$ cat src/rtl/wb_arb_pkg.sv
// Shared types and defaults for the write-back port arbiter.
// Select encoding, queue entry layout and the starvation counter width live here.
package wb_arb_pkg;

    localparam int DEF_DATA_W       = 16;
    localparam int DEF_ADDR_W       = 3;
    localparam int DEF_FIFO_DEPTH   = 4;
    localparam int DEF_STARVE_LIMIT = 4;

    // Wide enough for any starvation limit in 1..15.
    localparam int STARVE_CNT_W = 4;

    typedef enum logic [1:0] {
        SEL_NONE,
        SEL_PIPE,
        SEL_FIFO,
        SEL_BYPASS
    } wb_sel_e;

    // Queue entry layout at the default widths.
    typedef struct packed {
        logic                  live;
        logic [DEF_ADDR_W-1:0] addr;
        logic [DEF_DATA_W-1:0] data;
    } wb_entry_t;

endpackage

$ cat src/rtl/wb_arb_fifo.sv
// Circular buffer of auxiliary results with kill-by-address and a per-register
// live mask; only the live bits and pointers are reset, payload storage is not.
module wb_arb_fifo
    import wb_arb_pkg::*;
#(
    parameter int DATA_W = DEF_DATA_W,
    parameter int ADDR_W = DEF_ADDR_W,
    parameter int DEPTH  = DEF_FIFO_DEPTH
) (
    input  logic                 i_clk,
    input  logic                 i_reset,
    input  logic                 push,
    input  logic                 push_live,
    input  logic [ADDR_W-1:0]    push_addr,
    input  logic [DATA_W-1:0]    push_data,
    input  logic                 pop,
    input  logic                 kill,
    input  logic [ADDR_W-1:0]    kill_addr,
    output logic                 head_live,
    output logic [ADDR_W-1:0]    head_addr,
    output logic [DATA_W-1:0]    head_data,
    output logic                 full,
    output logic                 empty,
    output logic [2**ADDR_W-1:0] pending
);

    localparam int PTR_W = $clog2(DEPTH);
    localparam logic [PTR_W:0] CNT_FULL = (PTR_W+1)'(DEPTH);

    logic [PTR_W-1:0]  wr_ptr;
    logic [PTR_W-1:0]  rd_ptr;
    logic [PTR_W:0]    count;
    logic [DEPTH-1:0]  live;
    logic [ADDR_W-1:0] addr_mem [DEPTH];
    logic [DATA_W-1:0] data_mem [DEPTH];
    logic              push_ok;
    logic              pop_ok;

    assign full    = (count == CNT_FULL);
    assign empty   = (count == '0);
    assign push_ok = push && !full;
    assign pop_ok  = pop && !empty;

    assign head_live = live[rd_ptr] && !empty;
    assign head_addr = addr_mem[rd_ptr];
    assign head_data = data_mem[rd_ptr];

    // NOTE: sequential state uses non-blocking assignments so every register
    // samples pre-edge values regardless of process ordering.
    always_ff @(posedge i_clk or negedge i_reset) begin
        if (!i_reset) begin
            wr_ptr <= '0;
            rd_ptr <= '0;
            count  <= '0;
        end else begin
            if (push_ok) wr_ptr <= wr_ptr + 1'b1;
            if (pop_ok)  rd_ptr <= rd_ptr + 1'b1;
            unique case ({push_ok, pop_ok})
                2'b10:   count <= count + 1'b1;
                2'b01:   count <= count - 1'b1;
                default: count <= count;
            endcase
        end
    end

    // Later assignments win: a fresh push into a slot overrides kill/pop clears.
    always_ff @(posedge i_clk or negedge i_reset) begin
        if (!i_reset) begin
            live <= '0;
        end else begin
            for (int i = 0; i < DEPTH; i++) begin
                if (kill && addr_mem[i] == kill_addr)    live[i] <= 1'b0;
                if (pop_ok && PTR_W'(i) == rd_ptr)       live[i] <= 1'b0;
                if (push_ok && PTR_W'(i) == wr_ptr)      live[i] <= push_live;
            end
        end
    end

    // NOTE: payload storage has no reset; validity is carried entirely by the
    // reset live bits and count, so clearing the data would only cost logic.
    always_ff @(posedge i_clk) begin
        if (push_ok) begin
            addr_mem[wr_ptr] <= push_addr;
            data_mem[wr_ptr] <= push_data;
        end
    end

    // NOTE: always_comb outputs get a default first so no path infers a latch.
    always_comb begin
        pending = '0;
        for (int i = 0; i < DEPTH; i++) begin
            if (live[i]) pending[addr_mem[i]] = 1'b1;
        end
    end

endmodule

$ cat src/rtl/wb_port_arbiter.sv
// Register-file write-port arbiter: pipeline first, then queued aux results,
// with stale-result kill and a starvation stall. Macro WB_ARB_BYPASS_EN enables aux bypass.
module wb_port_arbiter
    import wb_arb_pkg::*;
#(
    parameter int DATA_W       = DEF_DATA_W,
    parameter int ADDR_W       = DEF_ADDR_W,
    parameter int FIFO_DEPTH   = DEF_FIFO_DEPTH,
    parameter int STARVE_LIMIT = DEF_STARVE_LIMIT
) (
    input  logic                 i_clk,
    input  logic                 i_reset,
    input  logic                 i_pipe_write_back,
    input  logic [ADDR_W-1:0]    i_pipe_write_addr,
    input  logic [DATA_W-1:0]    i_pipe_write_data,
    input  logic                 i_aux_valid,
    output logic                 o_aux_ready,
    input  logic [ADDR_W-1:0]    i_aux_addr,
    input  logic [DATA_W-1:0]    i_aux_data,
    output logic                 o_rf_we,
    output logic [ADDR_W-1:0]    o_rf_addr,
    output logic [DATA_W-1:0]    o_rf_data,
    output logic                 o_stall,
    output logic [2**ADDR_W-1:0] o_pending
);

    localparam logic [STARVE_CNT_W-1:0] LIMIT = STARVE_CNT_W'(STARVE_LIMIT);

    wb_sel_e                 sel;
    logic                    fifo_full;
    logic                    fifo_empty;
    logic                    head_live;
    logic [ADDR_W-1:0]       head_addr;
    logic [DATA_W-1:0]       head_data;
    logic                    aux_accept;
    logic                    push;
    logic                    push_live;
    logic [STARVE_CNT_W-1:0] starve_cnt;
    logic [STARVE_CNT_W-1:0] starve_cnt_next;

    assign o_aux_ready = !fifo_full;
    assign aux_accept  = i_aux_valid && !fifo_full;

    always_comb begin
        sel = SEL_NONE;
        if (i_pipe_write_back) begin
            sel = SEL_PIPE;
        end else if (!fifo_empty) begin
            sel = SEL_FIFO;
`ifdef WB_ARB_BYPASS_EN
        end else if (i_aux_valid) begin
            sel = SEL_BYPASS;
`endif
        end
    end

    // Aux results are older than a concurrent pipe write, so a matching one is born dead.
    assign push      = aux_accept && (sel != SEL_BYPASS);
    assign push_live = !(i_pipe_write_back && i_aux_addr == i_pipe_write_addr);

    wb_arb_fifo #(
        .DATA_W (DATA_W),
        .ADDR_W (ADDR_W),
        .DEPTH  (FIFO_DEPTH)
    ) u_fifo (
        .i_clk     (i_clk),
        .i_reset   (i_reset),
        .push      (push),
        .push_live (push_live),
        .push_addr (i_aux_addr),
        .push_data (i_aux_data),
        .pop       (sel == SEL_FIFO),
        .kill      (i_pipe_write_back),
        .kill_addr (i_pipe_write_addr),
        .head_live (head_live),
        .head_addr (head_addr),
        .head_data (head_data),
        .full      (fifo_full),
        .empty     (fifo_empty),
        .pending   (o_pending)
    );

    // Counts cycles a live head loses to the pipe; saturates if the pipe ignores the stall.
    always_comb begin
        starve_cnt_next = starve_cnt;
        if (fifo_empty || sel == SEL_FIFO) begin
            starve_cnt_next = '0;
        end else if (head_live && sel == SEL_PIPE && starve_cnt != LIMIT) begin
            starve_cnt_next = starve_cnt + 1'b1;
        end
    end

    always_ff @(posedge i_clk or negedge i_reset) begin
        if (!i_reset) begin
            o_rf_we    <= 1'b0;
            o_rf_addr  <= '0;
            o_rf_data  <= '0;
            o_stall    <= 1'b0;
            starve_cnt <= '0;
        end else begin
            starve_cnt <= starve_cnt_next;
            o_stall    <= (starve_cnt_next == LIMIT);
            unique case (sel)
                SEL_PIPE: begin
                    o_rf_we   <= 1'b1;
                    o_rf_addr <= i_pipe_write_addr;
                    o_rf_data <= i_pipe_write_data;
                end
                SEL_FIFO: begin
                    o_rf_we   <= head_live;
                    o_rf_addr <= head_addr;
                    o_rf_data <= head_data;
                end
                SEL_BYPASS: begin
                    o_rf_we   <= 1'b1;
                    o_rf_addr <= i_aux_addr;
                    o_rf_data <= i_aux_data;
                end
                default: begin
                    o_rf_we   <= 1'b0;
                end
            endcase
        end
    end

endmodule

$ cat config.mk
export PLATFORM = sky130hd
export DESIGN_NAME = wb_port_arbiter
export DESIGN_NICKNAME = d
export VERILOG_FILES = /design/src/rtl/wb_arb_pkg.sv /design/src/rtl/wb_arb_fifo.sv /design/src/rtl/wb_port_arbiter.sv
export SDC_FILE = /design/constraint.sdc
export NUM_CORES = 1
export LEC_CHECK = 0
export CAP_MARGIN = 20
export CORE_ASPECT_RATIO = 1.75
export CORE_MARGIN = 5
export CORE_UTILIZATION = 41
export DETAILED_ROUTE_END_ITERATION = 12
export GPL_TIMING_DRIVEN = 0
export SLEW_MARGIN = 20
export SYNTH_ARGS = -nofsm -noshare
export SYNTH_HDL_FRONTEND = slang
export SYNTH_SLANG_ARGS = --single-unit
$ cat constraint.sdc
create_clock -name i_clk -period 2.4 [get_ports i_clk]
set_input_delay 0.24 -clock i_clk [delete_from_list [all_inputs] [get_ports i_clk]]
set_output_delay 0.24 -clock i_clk [all_outputs]
set_load 0.05 [all_outputs]
==> results_dict.tcl <==
set metrics [dict create \
    outcome "complete, no violations" \
    r2r-start "u_fifo.count[0]" \
    hold_ws_ns 0.2940 \
    final_area_um2 6250 \
    die_w_um 93.83 \
    path_max_fanout 7 \
    drv_slew 0 \
    grt_pass1_vias 3225 \
    antenna_found_initial 0 \
    netlist_area_um2 5042 \
    nFillCells 1093 \
    setup_viol 0 \
    nets 481 \
    cts_buffer_depth 2 \
    vias 3085 \
    period_share 0.9685 \
    synth_top_family_by_area "multiplexers" \
    yosys.area_share.simple 0.07965 \
    wl_met2_um 6139 \
    yosysTopAreaCell "edfxtp_1" \
    postCtsSetupBuffers 0 \
    drc 0 \
    synth_fa_ha_area_frac 0.03127 \
    p_leak_nw 2.276 \
    critPathCaptureType "output pin" \
    io_buffers 67 \
    cts-root-buf "clkbuf_16" \
    crit_path_start_kind "register" \
    fin_crit_ns 2.325 \
    avgSynthCellArea_um2 14.53 \
    top_layer "met4" \
    synth_seq_cells 112 \
    worst-setup-path-type "reg2out" \
    yosys_warnings 0 \
    synth_top_area_share 0.4526 \
    die_h_um 156.7 \
    dr.pass1.iters 5 \
    finalPower_mw 7.297 \
    crit_required_ns 2.16 \
    syn_to_final_growth_pct 23.95 \
    cts_tree "built" \
    diodes 0 \
    yosysUniqueCellTypes 42 \
    synthMuxAreaShare 0.1313 \
    syn_inst 347 \
    grt_pass1_wl_um 17260 \
    relSlewSlack 0.5195 \
    clk_latency_ns 0.35 \
    cap_violations 0 \
    grt_max_degree 28 \
    initial_core_util 0.4178 \
    finalNonFillerCells 597 \
    cp.arrival_ns 2.08 \
    synth-compound-area-share 0.06824 \
    ys.flop_type "edfxtp_1" \
    design.core.area_um2 12070 \
    numCtsBuffers 9 \
    ant_nets 0 \
    cts_htree_levels 3 \
    powerDensity_nw_per_um2 1168 \
    reg2reg_depth 10 \
    grt_usage 0.1592 \
    synth_seq_area_share 0.6313 \
    dp_hpwl_um 7875 \
    syn-num-nets 401 \
    multi_input_area_um2 1754 \
    layout-drive-gt1-share 0.1088 \
    wl_per_cell_um 18.61 \
    rsz0062_at_grt "false" \
    seq_area_um2 3183 \
    wl_met3_um 442 \
    synth-async-reset-ratio 0.3214 \
    m1WireLength_um 4214 \
    synth_xor_area_frac 0.03648 \
    dp.cells 580 \
    reg2reg_to "u_fifo.count[2]" \
    vias_per_cell 5.168 \
    io_pins 72 \
    skew_ns 0.006338 \
    cts_sinks 112 \
    wl_um 11110 \
    synth_area_leaders "edfxtp_1 45%, dfrtp_1 18%, mux4_2 8.9%" \
    synth-edff-count 76 \
    r2r_slack_ns 0.22 \
    drt-initial-drc-count 216 \
    worst_pin_slew_ns 0.7147 \
    tns_ns 0 \
    rows 53 \
    hold_violations 0 \
    peakVddDrop_mv 0.5728 \
    hold_path_class "in2async" \
    routabilityCongestion 0.8084 \
    max_freq_mhz 430.2 \
    dpl-instance-area_um2 5936 \
    globalRouteOverflowTotal 0 \
    die_area_um2 14700 \
    clk_pin_slew_worst_paths_ns 0.07 \
]
worst max-delay path by stage:
stage / startpoint / to / slack [ns] / cells past startpoint
2_1_floorplan: u_fifo.addr_mem[1][1] / o_pending[0] / 0.32 / 2
3_3_place_gp: i_aux_valid / u_fifo.data_mem[2][4] / -0.38 / 4
3_5_place_dp: i_aux_valid / u_fifo.data_mem[1][4] / -0.41 / 4
4_1_cts: u_fifo.addr_mem[0][1] / o_pending[3] / 0.01 / 4
5_1_grt: u_fifo.addr_mem[1][2] / o_pending[7] / 0.02 / 4
6_report: u_fifo.addr_mem[1][2] / o_pending[7] / 0.08 / 4
where the power goes:
part | switching, mW | internal (mW)
clock | 0.697 | 0.821
sequential | 0.288 | 2.58
combinational | 1.73 | 1.19
total | 2.71 | 4.59
timing repair:
action                                  4_1_cts  5_1_grt
hold endpoints to repair                      9        0
gates resized for setup                       8        1
hold buffers                                  1        0
endpoints found under the setup margin       46        1
area by class of cell:
cell class | count | share of cell area
Multi-Input combinational cell | 207 | 0.2807
Timing Repair Buffer | 69 | 0.1105
Tap cell | 165 | 0.03303
Inverter | 13 | 0.007808
Clock inverter | 7 | 0.01281
Sequential cell | 112 | 0.5093
Buffer | 15 | 0.009810
Clock buffer | 9 | 0.03604
per-stage QoR:
step / setup slack (ns) / utilization
after floorplan: 0.3191 / -
after global placement: -0.3757 / 0.4905
final: 0.07549 / 0.5178
after CTS: 0.01062 / 0.5175
after detailed placement: -0.4059 / 0.4918
after global routing: 0.01644 / 0.5178
synthesized netlist by cell type (5+ instances only):
cell type,instances
nor2b_1,6
nor2_1,10
ha_1,11
nand2b_1,7
o31ai_1,5
o21ai_0,22
xnor2_1,19
nand3_1,7
edfxtp_1,76
mux2i_1,20
clkbuf_1,10
nand4_1,5
inv_1,13
and2_1,10
dfrtp_1,36
mux4_2,20
nand2_1,31
registers in the layout (all words and copies together) (netlist names):
register and cells:
u_fifo.data_mem 64, o_rf_data 16, u_fifo.addr_mem 12, starve_cnt 4
u_fifo.live 4, o_rf_addr 3, u_fifo.count 3, u_fifo.rd_ptr 2
u_fifo.wr_ptr 2, o_rf_we 1, o_stall 1
layout by cell type, fill, tap and decap left out, types with 2 or more instances in the layout:
cell	netlist	final
nor2b_1	6	6
mux2i_1	20	20
ha_1	11	11
o32ai_1	2	2
o221ai_1	3	3
o21ai_0	22	22
o31ai_1	5	5
nor2_1	10	10
nand2_1	31	31
nand4_1	5	5
nand3_1	7	7
and3_1	2	2
and2_2	0	4
inv_6	0	2
buf_2	4	5
mux4_2	20	20
dlygate4sd2_1	0	6
xnor2_1	19	19
xor2_1	2	2
nand2b_1	7	7
clkbuf_16	0	9
clkdlybuf4s50_1	0	59
dfrtp_1	36	36
inv_1	13	13
a221o_1	3	3
and2_1	10	6
a31oi_1	3	3
a22oi_1	3	3
edfxtp_1	76	76
clkbuf_1	10	10
worst max-delay path, cell delays in order (launching register included):
cell and delay (ns):
edfxtp_1 0.52, nand2_1 0.12, o22a_1 0.22, nand3_1 0.08
clkdlybuf4s50_1 0.80
kinds of logic after synthesis:
kind of cell / count (synthesis)
AO/OA/AOI/OAI: 51
XOR/XNOR: 21
adder cells (fa/ha/maj): 12
buffers and inverters: 28
flip-flops: 112
multiplexers: 41
AND/OR/NAND/NOR: 82
layer usage:
metal  global-route usage  vias up
met1               0.1754     1526
li1                     -     1461
met2               0.2901       79
met3              0.03992       19
met5                    0        -
met4              0.06061        0
No activity file was read; power rests on OpenSTA's default activity.
